`src/rtl/sr_latch_bank.sv`:
```
// rtl/sr_latch_bank.sv - bank of N registered set/reset latches with conflict rule, edge pulses and optional auto-clear timer
module sr_latch_bank #(
  parameter int N       = 4,
  parameter int MODE    = 0,
  parameter int TIMEOUT = 0
) (
  input  logic         clk,
  input  logic         rst,
  input  logic         clr,
  input  logic [N-1:0] s,
  input  logic [N-1:0] r,
  output logic [N-1:0] q,
  output logic [N-1:0] rise,
  output logic [N-1:0] fall,
  output logic [N-1:0] tmo
);

  logic [N-1:0] base_q;
  logic [N-1:0] expire;
  logic [N-1:0] q_nxt;

  always_comb begin
    base_q = q;
    for (int i = 0; i < N; i++) begin
      case ({s[i], r[i]})
        2'b10:   base_q[i] = 1'b1;
        2'b01:   base_q[i] = 1'b0;
        2'b11: begin
          case (MODE)
            0:       base_q[i] = 1'b0;
            1:       base_q[i] = 1'b1;
            2:       base_q[i] = q[i];
            default: base_q[i] = ~q[i];
          endcase
        end
        default: base_q[i] = q[i];
      endcase
    end
  end

  // Expiry beats r and the conflict rule; clr beats everything, including expiry.
  assign q_nxt = clr ? '0 : (base_q & ~expire);

  always_ff @(posedge clk or posedge rst) begin
    if (rst) begin
      q    <= '0;
      rise <= '0;
      fall <= '0;
      tmo  <= '0;
    end else begin
      q    <= q_nxt;
      rise <= q_nxt & ~q;
      fall <= q & ~q_nxt;
      tmo  <= clr ? '0 : expire;
    end
  end

  generate
    if (TIMEOUT > 0) begin : g_timer
      localparam int CW = $clog2(TIMEOUT + 1);
      logic [CW-1:0] cnt [N];

      // cnt counts edges since the channel was last armed; expiry when it reaches TIMEOUT-1.
      always_comb begin
        expire = '0;
        for (int i = 0; i < N; i++) begin
          expire[i] = q[i] & ~s[i] & (cnt[i] == CW'(TIMEOUT - 1));
        end
      end

      always_ff @(posedge clk or posedge rst) begin
        if (rst) begin
          for (int i = 0; i < N; i++) cnt[i] <= '0;
        end else begin
          for (int i = 0; i < N; i++) begin
            if (clr || !q_nxt[i] || !q[i] || s[i]) begin
              cnt[i] <= '0;
            end else if (cnt[i] != {CW{1'b1}}) begin
              cnt[i] <= cnt[i] + CW'(1);
            end
          end
        end
      end
    end else begin : g_no_timer
      assign expire = '0;
    end
  endgenerate

endmodule

```
`config.mk`:
```
export PLATFORM = sky130hd
export DESIGN_NAME = sr_latch_bank
export DESIGN_NICKNAME = d
export VERILOG_FILES = /design/src/rtl/sr_latch_bank.sv
export SDC_FILE = /design/constraint.sdc
export NUM_CORES = 1
export LEC_CHECK = 0
export CAP_MARGIN = 10
export CELL_PAD_IN_SITES_DETAIL_PLACEMENT = 1
export CELL_PAD_IN_SITES_GLOBAL_PLACEMENT = 1
export CORE_UTILIZATION = 26
export DETAILED_ROUTE_END_ITERATION = 12
export GPL_TIMING_DRIVEN = 0
export PLACE_DENSITY = 0.83
export SLEW_MARGIN = 10
export SYNTH_ARGS = -nofsm -noshare
export SYNTH_HDL_FRONTEND = slang
export SYNTH_SLANG_ARGS = --single-unit
```
`constraint.sdc`:
```
create_clock -name clk -period 0.8 [get_ports clk]
set_input_delay 0.12 -clock clk [delete_from_list [all_inputs] [get_ports clk]]
set_output_delay 0.12 -clock clk [all_outputs]
set_load 0.02 [all_outputs]
```
==> summary.txt <==
Status: complete, but fails checks
Failing checks: negative setup slack
Clock share of power: 34.4%
DRT iter0 DRCs: 3
Seq pwr share: 45.4%
Worst Clk Skew: 0.00388 ns
Psw: 0.363 mW
Syn Area/Cell: 13.4 µm²
Total number of vias: 378
Area grow syn2layout: 84.0%
Routability cong.: 0.678
Internal power: 1.06 mW
Flops & latches, synth: 12
Rows: 15
Gate Count Post-Synth: 35
CP Cell Sequence: buf_6
GRT Overall Usage: 11.5%
Seq/Total Area, Yosys: 63.8%
Vias in the first global route: 350
Fin. max-slew vios: 0
Worst setup EP type: output port
Synth Warn #: 0
Final wirelength: 1080 µm
Largest net degree at the start of global routing: 13
FILL cells: 184
Clk buf depth: 2
Antenna violations before repair: 0
TritonCTS Buffers: 3
Leak: 0.414 nW
Final Util: 50.7%
Worst path depth: 1
Commonest non-fill, non-tap cells in the layout: buf_6 (13), dfrtp_1 (11), clkdlybuf4s50_1 (9)
RSZ-0062 raised after global routing: true
# diodes: 0
TritonRoute pass-1 iters: 2
Dpl hpwl: 702 µm
Post-detailed-route count of antenna-violating nets: 0
Die height: 44.5 µm
Via density: 4.06
H-Tree Depth: 1
Top delay family on crit path: flip-flops
PortBufs: 22
Pwr dens: 1640 nW/µm²
Clock latency on the worst-skew pair: 0.28 ns
CP bufs+invs: 1
IO Count: 27
Final hold violations: 0
CP max-delay cell: dfrtp_1
Die area: 1980 µm²
Root Buffer: clkbuf_4
Share of cells above drive strength 1: 50.0%
Core Area: 1710 µm²
Switching Share: 25.5%
CP Data Arrival Time: 0.82 ns
Synth cell types: 11
FMAX: 1060 MHz
Seq. cell area: 302 µm²
Logic pwr share: 20.2%
Max-Cap Viols: 0
Hold Slack: 0.141 ns
DRC violations left: 0
Crit path kind: flip-flop to output port
Area of the multi-input gates: 188 µm²
Peak supply drop: 0.000591 V
CTS tree: done
Final #Nets: 80
PnR worst setup slack: -0.144 ns
CTS clk-pin slew, worst paths: 0.08 ns
Worst Path Required: 0.68 ns
Worst Path Max Fanout: 2
Min-Delay Path Class: primary input to asynchronous set/reset pin
Slowest stage delay, CP: 0.41 ns
Post-route minimum period: 0.944 ns
Synthesized cell area: 470 µm²
Crit share post-route: 118%
Die Wd: 44.5 µm
Starting Density: 27.5%
Startpoint types: flip-flop
WL/cell: 11.7 µm
Worst reg-to-reg path cell count: 2
Most common cell after layout, fill and taps aside: buf_6
Total gr overflow: 0
Final setup vio count: 18
Global-route wire length before repair: 1590 µm
Clk sink count: 12
[path summary, 6_finish.rpt]
check | start | slack [ns] | endpoint
setup / recovery | q[0]$_DFF_PP0_ | -0.14 | q[0]
hold / removal | rst | 0.14 | rise[2]$_DFF_PP0_
setup reg to reg | q[0]$_DFF_PP0_ | -0.06 | rise[0]$_DFF_PP0_
hold reg to reg | q[2]$_DFF_PP0_ | 0.57 | rise[2]$_DFF_PP0_
max in group asynchronous | rst | 0.32 | q[2]$_DFF_PP0_
min in group clk | clr | 0.31 | rise[3]$_DFF_PP0_
[cell type report]
cell class                      count  area share, %
Buffer                              5           4.77
Clock buffer                        4           4.19
Inverter                            1          0.434
Multi-Input combinational cell     20           21.7
Sequential cell                    12           34.8
Tap cell                           25           3.61
Timing Repair Buffer               26           30.5
[power by group through the flow]
stage	clock [mW]	sequential, mW	combinational, mW
finish	0.490	0.646	0.287
global route	0.541	0.648	0.307
CTS	0.501	0.646	0.263
detailed placement	0	0.659	0.236
global placement	0	0.658	0.232
floorplan	0	0.691	0.0813
[per-layer routing]
| metal | wire length (µm) | global-route usage (%) | vias up |
|---|---|---|---|
| li1 | - | - | 175 |
| met1 | 421 | 15.9 | 179 |
| met2 | 555 | 14.7 | 22 |
| met3 | 87 | 3.27 | 2 |
| met4 | 19 | 9.09 | 0 |
| met5 | 0 | 0 | - |
[metrics by stage]
stage / area [µm²] / total power [mW] / setup slack, ns / TNS, ns / cells
finish: 866 / 1.42 / -0.144 / -1.52 / 93
floorplan: 483 / 0.772 / 0.00996 / 0 / 38
global route: 866 / 1.50 / -0.171 / -2.16 / 93
CTS: 821 / 1.41 / -0.143 / -1.63 / 93
detailed placement: 734 / 0.895 / -0.374 / -6.31 / 85
global placement: 734 / 0.890 / -0.352 / -5.75 / 85
[cell usage after synthesis, drive strengths merged]
cell type,count,area [µm²]
buf,5,41.3
conb,1,3.75
dfrtp,12,300
inv,1,3.75
nor2,4,15.0
nor3,4,20.0
nor4b,4,56.3
o21a,4,30.0
[state kept, by name, summed over array words and instances (netlist names)]
signal and flops:
fall 4, q 4, rise 4
[timing repair]
action	4_1_cts	5_1_grt
pin swaps	1	0
gates resized for setup	74	8
hold buffers	0	0
setup buffers	4	0
setup endpoints to repair	13	20
[cell families (layout without fill, tap and decap cells)]
| logic type | count (synthesis) | in the layout | synth area share (%) |
|---|---|---|---|
| compound gates | 4 | 4 | 6.38 |
| other cells | 1 | 4 | 0.797 |
| flops | 12 | 12 | 63.8 |
| simple gates | 12 | 12 | 19.4 |
| buf+inv | 6 | 36 | 9.57 |
Note: power is estimated with default switching activity, not from simulation.
==> RTL edit 1 (same flow settings) <==
Put one more register stage on the output `rise`, with the module's reset. The value now appears one clock later. The other outputs are not delayed to match.
--- a/src/rtl/sr_latch_bank.sv
+++ b/src/rtl/sr_latch_bank.sv
@@ -15,4 +15,6 @@
   output logic [N-1:0] tmo
 );
+
+  logic [N-1:0] rise_s0;
 
   logic [N-1:0] base_q;
@@ -45,10 +47,10 @@
     if (rst) begin
       q    <= '0;
-      rise <= '0;
+      rise_s0 <= '0;
       fall <= '0;
       tmo  <= '0;
     end else begin
       q    <= q_nxt;
-      rise <= q_nxt & ~q;
+      rise_s0 <= q_nxt & ~q;
       fall <= q & ~q_nxt;
       tmo  <= clr ? '0 : expire;
@@ -87,4 +89,12 @@
   endgenerate
 
+  always_ff @(posedge clk or posedge rst) begin
+    if (rst) begin
+      rise <= '0;
+    end else begin
+      rise <= rise_s0;
+    end
+  end
+
 endmodule
 
Function: changed (Yosys sat finds a counterexample within 4 cycles, from zero or initial values and one cycle with rst high).
==> RTL edit 1 against the original RTL <==
The run still ends with negative setup slack left. Area after synthesis increased by 21%. Clock power decreased by 13%. Via count increased by 9.3%. Cell area increased by 14%. Die area increased by 20%. Core utilization decreased by 1.8 points. Worst setup slack about the same. First-iteration DRC count decreased by 100%. Largest cell class is now registers. Wire length increased by 17%. Register-to-register slack got worse by 0.07 ns. Sequential cell count increased by 4. Total power increased by 12%.
==> RTL edit 1: results (changes against the original RTL) <==
Cells and area
  • Post-route cell area: 988 um2 (+14%)
  • Non-Filler Instances: 100 (+7.5%)
  • Diode count: 0 (unchanged)
  • Nets: 85 (+6.3%)
  • Fill count: 214 (+16%)
  • Share of cells above drive strength 1: 47.9% (-2.1 points)

Global routing
  • Initial antenna violation count: 0 (unchanged)
  • Number of global-route vias before repair: 409 (+17%)
  • GRT Resource Usage Total: 11.3% (-0.23 points)
  • First-pass GRT wire length: 1950 um (+23%)
  • Largest net degree at the start of global routing: 17 (+4)

Setup path
  • Data arrival, critical path: 0.82 ns (about the same)
  • Max stage delay cell, worst path: dfrtp_2
  • CP Max Fanout: 2 (unchanged)
  • Reg-to-reg startpoint: q[3]
  • Reg2reg setup slack: -0.13 ns (-0.07 ns)
  • Reg2Reg Capture Point: rise_s0[3]
  • CP peak stage delay: 0.42 ns
  • Reg2Reg Depth: 3 (+1)

Power
  • P_sw: 396 uW (+9.0%)
  • Leakage: 0.472 nW (+14%)
  • Max rail drop VDD: 738 uV (+25%)

Placement
  • Port-buffer cells: 22 (unchanged)
  • Pre-CTS setup slack: -0.362 ns (+0.0114 ns)
  • Placement Cell Area: 837 um2 (+14%)
  • GP Congestion: 0.637 (-6.1%)
  • Placed cells: 91 (+7.1%)
  • DP Wirelength: 817 um (+16%)

Synthesis
  • Seq/Total Area, Yosys: 70.2% (+6.3 points)
  • Synth cell count leaders: dfrtp_1, buf_4, nor2_1, nor3_1, o21a_1
  • Synth area leaders: dfrtp_1, buf_4, o21a_1
  • Yosys warns: 0 (unchanged)
  • Async S/R FF share, synth: 100% (unchanged)
  • Syn_area_per_cell: 14.6 um2 (+8.8%)

Outcome
  • Status: finished with violations
  • Violated checks: negative setup slack

Clock network
  • H-tree Lvls: 1 (unchanged)
  • CTS Buffer Depth: 2 (unchanged)
  • Worst-Skew Late Latency: 0.27 ns

STA
  • Worst Skew: 0.000445 ns (-0.00343 ns)
  • Hold slack: 0.200 ns (+0.0584 ns)
  • # setup viols final: 19 (+1)
  • Worst-Margin Slew: 0.579 ns
  • Post-Route Setup TNS: -1.89 ns (-0.366 ns)
  • Worst setup margin: -0.145 ns (-0.000352 ns)

Routing
  • Initial DRC Count: 0 (-3)
  • Vias per cell: 4.13 (+1.6%)
  • Total Wirelength: 1260 um (+17%)
  • Initial DRT Pass Iterations: 1 (-1)

Floorplanning
  • Row Count: 16 (+1)
-- RTL edit 1: cell count changes in the layout (fill, tap and decap cells not counted), sizes merged --
cell / unedited run / this run
dfrtp: 12 / 16
buf: 21 / 22
-- RTL edit 1: final cells by class --
type	count	share of cell area, %
Timing Repair Buffer	27	28.2
Buffer	5	4.18
Clock buffer	4	2.66
Multi-Input combinational cell	20	20.5
Tap cell	27	3.42
Inverter	1	0.380
Sequential cell	16	40.6
-- RTL edit 1: kinds of logic (layout without fill, tap and decap cells) --
kind of cell | after synthesis | in the layout | share of synthesized area (%)
flip-flops | 16 | 16 | 70.2
buffers and inverters | 6 | 37 | 7.89
AND/OR/NAND/NOR | 12 | 12 | 16.0
other | 1 | 4 | 0.657
AO/OA/AOI/OAI | 4 | 4 | 5.26
-- RTL edit 1: worst max path at each step --
stage | from | cells after the start | slack, ns | to
after detailed placement | q[1] | 1 | -0.36 | q[1]
after global routing | q[2] | 1 | -0.18 | q[2]
after CTS | q[2] | 1 | -0.15 | q[2]
after floorplan | q[0] | 1 | 0.01 | rise_s0[0]
after global placement | q[1] | 1 | -0.36 | q[1]
final | q[2] | 1 | -0.14 | q[2]
-- RTL edit 1: repair_timing --
action / in CTS / in global routing
pin swaps: 0 / 1
gates resized for setup: 78 / 9
setup buffers: 4 / 1
endpoints found under the hold margin: 0 / 0
setup endpoints to repair: 15 / 20
-- RTL edit 1: power groups by stage --
stage	sequential, mW	combinational, mW	clock [mW]
floorplan	0.906	0.0843	0
global placement	0.874	0.236	0
detailed placement	0.876	0.241	0
CTS	0.859	0.278	0.449
global route	0.863	0.328	0.478
finish	0.859	0.307	0.425
-- RTL edit 1: per-layer routing --
metal  track usage, %  vias up  wire (um)
met3             4.05        2         86
li1                 -      190          -
met1             12.9      201        480
met5                0        -          0
met4             7.35        0          6
met2             17.8       20        692
==> RTL edit 2 (same settings) <==
Without the edit above. Set the parameter `N` to 8 (it was 4).
--- a/src/rtl/sr_latch_bank.sv
+++ b/src/rtl/sr_latch_bank.sv
@@ -1,5 +1,5 @@
 // rtl/sr_latch_bank.sv - bank of N registered set/reset latches with conflict rule, edge pulses and optional auto-clear timer
 module sr_latch_bank #(
-  parameter int N       = 4,
+  parameter int N       = 8,
   parameter int MODE    = 0,
   parameter int TIMEOUT = 0
Interface: changed (6 resized); port bits go from 27 to 51. The function was not compared with the original's and may differ.
==> RTL edit 2 against the original RTL <==
Critical path type unchanged. Combinational power grew 110%. Count of clock-buffer cells in the layout is the same. Core utilization shrank 0.53 points. Cell area grew 96%. Global-route usage grew 1.2 points. Fmax shrank 4.5%. Sequential cell count grew 12. Non-clock buffer count grew 29. Area after synthesis grew 99%. Wire length grew 130%. Total power grew 71%. Final cell count grew 88%. The run still ends with negative setup slack left. Worst setup slack lost 0.045 ns. Largest power group unchanged.
==> RTL edit 2: results (changes against the original RTL) <==
Routing
  • Initial DRC Count: 6 (+3)
  • Routed length per placed instance: 14.0 um (+20%)
  • Vias per cell: 4.18 (+2.9%)
  • Initial DRT Pass Iterations: 4 (+2)

STA
  • # setup viols final: 36 (+18)
  • Post-Route Setup TNS: -4.39 ns (-2.87 ns)
  • Worst Skew: 0.000905 ns (-0.00297 ns)
  • Hold slack: 0.188 ns (+0.0463 ns)
  • Worst setup margin: -0.189 ns (-0.0449 ns)

Placement
  • Placement Cell Area: 0.00144 mm2 (+97%)
  • DP Wirelength: 1660 um (+140%)
  • GP Congestion: 0.632 (-6.7%)
  • Port-buffer cells: 42 (+91%)

Global routing
  • Largest net degree at the start of global routing: 25 (+12)
  • GRT Resource Usage Total: 12.7% (+1.2 points)
  • Met2 Resource Use GR: 25.1% (+10 points)
  • First-pass GRT wire length: 3480 um (+120%)
  • M3 GR Usage: 2.90% (-0.37 points)

Setup path
  • CP peak stage delay: 0.44 ns (+0.03 ns)
  • CP Max Fanout: 2 (unchanged)
  • Data arrival, critical path: 0.87 ns (+0.05 ns)
  • Reg-to-reg startpoint: q[3]
  • Reg2reg setup slack: -0.09 ns (-0.03 ns)
  • Reg2Reg Capture Point: rise[3]
  • Max stage delay cell, worst path: dfrtp_2

Cells and area
  • Share of cells above drive strength 1: 51.9% (+1.9 points)
  • Nets: 149 (+86%)
  • Fill count: 344 (+87%)
  • Largest registers: fall x8, q x8, rise x8

Power
  • Leakage: 0.790 nW (+91%)
  • Max rail drop VDD: 574 uV (-2.8%)

Clock network
  • Clock transition at path regs: 0.13 ns (+0.05 ns)
  • Worst-Skew Late Latency: 0.30 ns (+0.02 ns)

Worst hold path
  • Worst min-delay path class: in -> reg

Outcome
  • Violated checks: negative setup slack
  • Status: finished with violations

Synthesis
  • Synth area leaders: dfrtp_1, nor4b_4, buf_4
  • Synth cell count leaders: dfrtp_1, buf_4, nor2_1, nor3_1, o21a_1
-- RTL edit 2: stage by stage --
stage | setup WS (ns) | utilization (%) | cells
4_1_cts | -0.201 | 48.0 | 175
2_1_floorplan | 0.00996 | - | 75
6_report | -0.189 | 50.2 | 175
5_1_grt | -0.247 | 50.2 | 175
3_5_place_dp | -0.531 | 42.6 | 163
3_3_place_gp | -0.471 | 42.6 | 163
-- RTL edit 2: cell type report --
type / instances / share of cell area, %
Buffer: 10 / 4.64
Clock buffer: 4 / 1.55
Inverter: 1 / 0.442
Multi-Input combinational cell: 40 / 24.0
Sequential cell: 24 / 35.4
Tap cell: 46 / 3.38
Timing Repair Buffer: 50 / 30.6
-- RTL edit 2: how the worst max path moves through the flow --
stage | slack (ns) | endpoint
6_report | -0.19 | q[6]
5_1_grt | -0.25 | q[7]
4_1_cts | -0.20 | q[6]
3_5_place_dp | -0.53 | q[6]
3_3_place_gp | -0.47 | q[6]
2_1_floorplan | 0.01 | rise[0]
-- RTL edit 2: cell families (layout without fill, tap and decap cells) --
| logic type | count (synthesis) | in the layout | share of synthesized area, % |
|---|---|---|---|
| DFF | 24 | 24 | 64.0 |
| and+or+nand+nor | 24 | 24 | 20.4 |
| buffers and inverters | 11 | 65 | 8.80 |
| AOI/OAI and AO/OA | 8 | 8 | 6.40 |
| other | 1 | 8 | 0.400 |
-- RTL edit 2: metal layers --
layer / up-vias / wire length [um]
li1: 340 / -
met2: 33 / 1470
met5: - / 0
met4: 0 / 0
met3: 0 / 138
met1: 359 / 844
-- RTL edit 2: power by group --
group,switching [mW],internal [mW],leakage (nW)
Combinational,0.286,0.308,0.453
Clock,0.344,0.194,0.0150
Sequential,0.0322,1.26,0.322
Total,0.662,1.77,0.790
-- RTL edit 2: timing repair --
action,4_1_cts,5_1_grt
setup buffers,8,3
setup endpoints to repair,72,43
pin swaps,0,3
gates resized for setup,157,21
cloned,0,0
